<file path="config.mk">
export PLATFORM = sky130hd
export DESIGN_NAME = uart_rx
export DESIGN_NICKNAME = d
export VERILOG_FILES = /design/src/rtl/uart_pkg.sv /design/src/rtl/baudgen_rx.sv /design/src/rtl/uart_rx.sv
export SDC_FILE = /design/constraint.sdc
export NUM_CORES = 1
export LEC_CHECK = 0
export ABC_AREA = 1
export CORE_ASPECT_RATIO = 0.5
export CORE_MARGIN = 2
export CORE_UTILIZATION = 52
export CTS_CLUSTER_DIAMETER = 40
export DETAILED_ROUTE_END_ITERATION = 7
export PLACE_DENSITY = 0.75
export SKIP_LAST_GASP = 1
export SLEW_MARGIN = 20
export SYNTH_ARGS = -nofsm -noshare
export SYNTH_HDL_FRONTEND = slang
export SYNTH_SLANG_ARGS = --single-unit
</file>
<file path="constraint.sdc">
create_clock -name clk -period 1.47 [get_ports clk]
set_clock_uncertainty 0.05 [all_clocks]
set_input_delay 0.441 -clock clk [delete_from_list [all_inputs] [get_ports clk]]
set_output_delay 0.441 -clock clk [all_outputs]
set_load 0.1 [all_outputs]
</file>
<file path="src/rtl/uart_pkg.sv">
// Shared UART definitions: receiver state encoding and the frame/baud
// constants common to the TX and RX paths.
package uart_pkg;

  localparam int unsigned UART_BAUD_DIV  = 1250;
  localparam int unsigned UART_DATA_BITS = 8;

  typedef enum logic [2:0] {
    RX_IDLE,
    RX_START,
    RX_DATA,
    RX_STOP,
    RX_BREAK
  } rx_state_t;

endpackage

</file>
<file path="src/rtl/baudgen_rx.sv">
// Receive-side baud down-counter: loadable, ticks while the count is zero.
// A load of L produces the tick L+1 cycles after the load cycle.
module baudgen_rx
  import uart_pkg::*;
#(
  parameter int unsigned BAUD_DIV = UART_BAUD_DIV,
  parameter int unsigned CNT_W    = $clog2(BAUD_DIV)
) (
  input  logic             clk,
  input  logic             rst,
  input  logic             load,
  input  logic [CNT_W-1:0] load_val,
  output logic             tick_c
);

  logic [CNT_W-1:0] cnt;

  always_ff @(posedge clk) begin
    if (rst) begin
      cnt <= '0;
    end else if (load) begin
      cnt <= load_val;
    end else if (cnt != '0) begin
      cnt <= cnt - CNT_W'(1);
    end
  end

  assign tick_c = (cnt == '0);

endmodule

</file>
<file path="src/rtl/uart_rx.sv">
// UART 8N1 receiver: synchronises rx, validates the start bit, samples data
// mid-bit LSB first, checks the stop bit and pulses valid or frame error.
module uart_rx
  import uart_pkg::*;
#(
  parameter int unsigned BAUD_DIV  = UART_BAUD_DIV,
  parameter int unsigned DATA_BITS = UART_DATA_BITS
) (
  input  logic                 clk,
  input  logic                 rst,
  input  logic                 rx,
  output logic [DATA_BITS-1:0] rx_data,
  output logic                 rx_valid,
  output logic                 rx_frame_err,
  output logic                 rx_busy
);

  localparam int unsigned CNT_W = $clog2(BAUD_DIV);
  localparam int unsigned HALF  = BAUD_DIV / 2;
  localparam int unsigned BIT_W = $clog2(DATA_BITS + 1);

  logic                 rx_m;
  logic                 rx_s;
  rx_state_t            state;
  rx_state_t            state_next;
  logic [BIT_W-1:0]     bit_cnt;
  logic [BIT_W-1:0]     bit_cnt_next;
  logic [DATA_BITS-1:0] shift;
  logic [DATA_BITS-1:0] shift_next;
  logic [DATA_BITS-1:0] data_next;
  logic                 valid_next;
  logic                 err_next;
  logic                 load;
  logic [CNT_W-1:0]     load_val;
  logic                 tick_c;

  // Two-flop synchroniser; idles high so reset never looks like a start edge
  always_ff @(posedge clk) begin
    if (rst) begin
      rx_m <= 1'b1;
      rx_s <= 1'b1;
    end else begin
      rx_m <= rx;
      rx_s <= rx_m;
    end
  end

  baudgen_rx #(
    .BAUD_DIV (BAUD_DIV),
    .CNT_W    (CNT_W)
  ) u_baudgen (
    .clk      (clk),
    .rst      (rst),
    .load     (load),
    .load_val (load_val),
    .tick_c   (tick_c)
  );

  always_ff @(posedge clk) begin
    if (rst) begin
      state        <= RX_IDLE;
      bit_cnt      <= '0;
      shift        <= '0;
      rx_data      <= '0;
      rx_valid     <= 1'b0;
      rx_frame_err <= 1'b0;
      rx_busy      <= 1'b0;
    end else begin
      state        <= state_next;
      bit_cnt      <= bit_cnt_next;
      shift        <= shift_next;
      rx_data      <= data_next;
      rx_valid     <= valid_next;
      rx_frame_err <= err_next;
      rx_busy      <= (state_next != RX_IDLE);
    end
  end

  always_comb begin
    state_next   = state;
    bit_cnt_next = bit_cnt;
    shift_next   = shift;
    data_next    = rx_data;
    valid_next   = 1'b0;
    err_next     = 1'b0;
    load         = 1'b0;
    load_val     = CNT_W'(BAUD_DIV - 1);

    unique case (state)
      RX_IDLE: begin
        if (!rx_s) begin
          state_next = RX_START;
          load       = 1'b1;
          load_val   = CNT_W'(HALF - 1);
        end
      end
      RX_START: begin
        // Mid start bit: a high line here was only a glitch
        if (tick_c) begin
          if (rx_s) begin
            state_next = RX_IDLE;
          end else begin
            state_next   = RX_DATA;
            load         = 1'b1;
            bit_cnt_next = '0;
          end
        end
      end
      RX_DATA: begin
        if (tick_c) begin
          shift_next = {rx_s, shift[DATA_BITS-1:1]};
          load       = 1'b1;
          if (bit_cnt == BIT_W'(DATA_BITS - 1)) begin
            state_next = RX_STOP;
          end else begin
            bit_cnt_next = bit_cnt + BIT_W'(1);
          end
        end
      end
      RX_STOP: begin
        if (tick_c) begin
          if (rx_s) begin
            data_next  = shift;
            valid_next = 1'b1;
            state_next = RX_IDLE;
          end else begin
            err_next   = 1'b1;
            state_next = RX_BREAK;
          end
        end
      end
      RX_BREAK: begin
        // Held-low line must return high before another frame is accepted
        if (rx_s) begin
          state_next = RX_IDLE;
        end
      end
      default: state_next = RX_IDLE;
    endcase
  end

endmodule

</file>
==> flow_summary.toml <==
[routing]
totalWireLength_um = 6030
avgViaCountPerCell = 5.49
ant_nets = 0
wire_per_inst_um = 15.9
drt_iter0_markers = 122
drt_pass1_iterations = 5
drc_errors = 0
vias = 2081

[yosys]
synth.top_cell.area_share_pct = 40.8
synth_flop_cell = "dfxtp_1"
synth_seq_cells = 39
synth_area_leader_cell = "dfxtp_1"
synth_area_leaders = "dfxtp_1 (41%), nand2_1 (13%), inv_1 (8.0%)"
synth.distinct_cells = 28
ys_seq_area_share_pct = 40.8
yosys_warnings = 0
synth_nets = 283
synth_edf_count = 0
async_flop_share_pct = 0
syn_area_um2 = 1920
syn_inst = 277
syn_area_per_cell_um2 = 6.92

[power_and_ir_drop]
pwr-share-seq_pct = 22.8
netSwitchingFraction_pct = 44.5
p_total_uw = 6110
power_switching_uw = 2720
p_int_uw = 3390
power_density_nw_per_um2 = 2110
vdd_ir_drop_max_mv = 0.697
clockPowerShare_pct = 16.0
p_leak_uw = 0.00132
p_comb_share_pct = 61.2

[placed_design]
dpl_worst_slack_ns = -0.0790
routabilityCongestion = 0.899
io_buffer_count = 13
placed_area_um2 = 2370
hpwlAfterDp_um = 3120

[global_routing]
met1_usage_pct = 29.4
antenna_found_initial = 0
grt_usage_pct = 24.9
grt_overflow = 0
grt_pass1_vias = 1854
grt_util_met2_pct = 46.2
top_usage_layer = "met2"
grt_max_degree = 17
grt.met3_usage_pct = 5.62
grt_pass1_wl_um = 8070

[cells_and_area]
multi_input_area_um2 = 1200
areaGrowthSynthToFinish_pct = 51.5
fin_nets = 333
fill_cells = 183
n_antenna_cell = 0
stdcell_area_um2 = 2900
register_area_um2 = 788
post-route-util_pct = 83.6
drive_gt1_share_pct = 39.9

[floorplan]
core_area_um2 = 3470
dieArea_um2 = 4210
ios = 14
die_h_um = 46.9
rows = 15
die_w_um = 89.8
start_util_pct = 55.2

[timing]
period_share_pct = 109
setup_ws_ns = -0.125
min_period_ns = 1.60
tightest_slew_ns = 0.373
max_freq_mhz = 627
rsz0062_at_grt = "yes"
hold_viol = 0
setup_violations = 36
slew_headroom_pct = 74.9
finalMaxSlewViolations = 0
setup_tns_ns = -2.73

[worst_setup_path]
crit_fanout = 7
critical_path.endpoint_type = "register"
cp.arrival_ns = 1.77
reg2reg_depth = 8
worstPathRequired_ns = 1.65
timing_worst_setup_path_type = "register to register"
startpoint_type = "register"

[clock_network]
clock_latency_ns = 0.30
cts_buffer_depth = 2
cts_max_level = 2
cts_tree = "done"
cts.sinks = 39
cts-root-buf = "clkbuf_8"
numCtsBuffers = 5
clk_transition_reported_paths_ns = 0.09

[run_status]
violations = "setup timing"
outcome = "finished, violations left"

[hold_path]
whs_path_depth = 1
hp-class = "register to register"

[job]
maxCapViolCount = 0
[critical path, cell delays in order, from the launching register on]
cell and delay (ns):
dfxtp_1 0.37, nor2_4 0.16, nand2_4 0.10, nor2_8 0.28, buf_12 0.16, nand2_8 0.07, nand2_1 0.10, o21ai_1 0.11
nor2_1 0.13
[layout by cell type (no fill, tap or decap), types with 9 or more instances in the layout]
cell type and instances:
nand2_2 18, a21oi_1 13, o21ai_0 9, dfxtp_1 35, buf_4 26, inv_1 36, buf_12 13, nand2_1 44
nor2_1 30, nand3_1 11
[layout make-up]
cell class / instances / share of cell area (%)
Multi-Input combinational cell: 188 / 41.5
Clock buffer: 6 / 2.84
Clock inverter: 2 / 1.34
Sequential cell: 39 / 27.2
Timing Repair Buffer: 46 / 18.3
Inverter: 47 / 6.68
Tap cell: 51 / 2.20
[per-stage QoR]
| step | instances | hold WS (ns) |
|---|---|---|
| global route | 379 | 0.421 |
| finish | 379 | 0.408 |
| floorplan | 277 | 0.339 |
| CTS | 375 | 0.366 |
| global placement | 361 | 0.343 |
| detailed placement | 361 | 0.348 |
[power by group through the flow]
stage	Clock, uW	Sequential (uW)	Combinational, uW
after global routing	1020	1400	3970
after floorplan	0	1370	1470
after global placement	0	1350	2170
after CTS	983	1330	2820
final	979	1390	3740
after detailed placement	0	1350	2220
[cell families after synthesis]
group,synth area share (%)
flops,40.8
compound gates,8.88
fa+ha+maj,1.96
xor+xnor,0.915
buf+inv,11.1
simple gates,36.4
[repair_timing]
item	CTS	global route
setup buffers	4	4
cloned	2	0
pin swaps	6	32
hold buffers	0	0
resized for setup	21	67
setup endpoints to repair	27	36
[registers in the layout, indices dropped and copies added (netlist names)]
| register | flops |
|---|---|
| rx_data | 8 |
| bit_cnt | 4 |
| rx_frame_err | 1 |
| rx_valid | 1 |
| u_baudgen.cnt | 11 |
| rx_m | 1 |
| shift | 8 |
| rx_busy | 1 |
| rx_s | 1 |
| state | 3 |
[metal layers]
metal / vias to the layer above / part of all wire [%]
li1: 973 / -
met1: 975 / 40
met2: 107 / 49
met3: 26 / 7.8
met4: 0 / 3.2
met5: - / 0
[cell usage after synthesis (3+ instances only)]
master and n:
nand4_1 7, inv_2 4, nand3_1 18, nor3_1 5, nor2_2 3, o21ai_0 12
nand2_1 66, nor2_1 35, nor2_4 3, a21oi_1 20, ha_1 3, dfxtp_1 39
inv_1 41
[path summary, 6_finish.rpt]
check                                start                       endpoint  slack (ns)
max          u_baudgen.cnt[6]$_SDFFE_PP0P_  u_baudgen.cnt[1]$_SDFFE_PP0P_       -0.13
min                        rx_m$_SDFF_PP1_                rx_s$_SDFF_PP1_        0.41
max reg2reg  u_baudgen.cnt[6]$_SDFFE_PP0P_  u_baudgen.cnt[1]$_SDFFE_PP0P_       -0.13
min reg2reg                rx_m$_SDFF_PP1_                rx_s$_SDFF_PP1_        0.41
(Power assumes the default switching activity.)
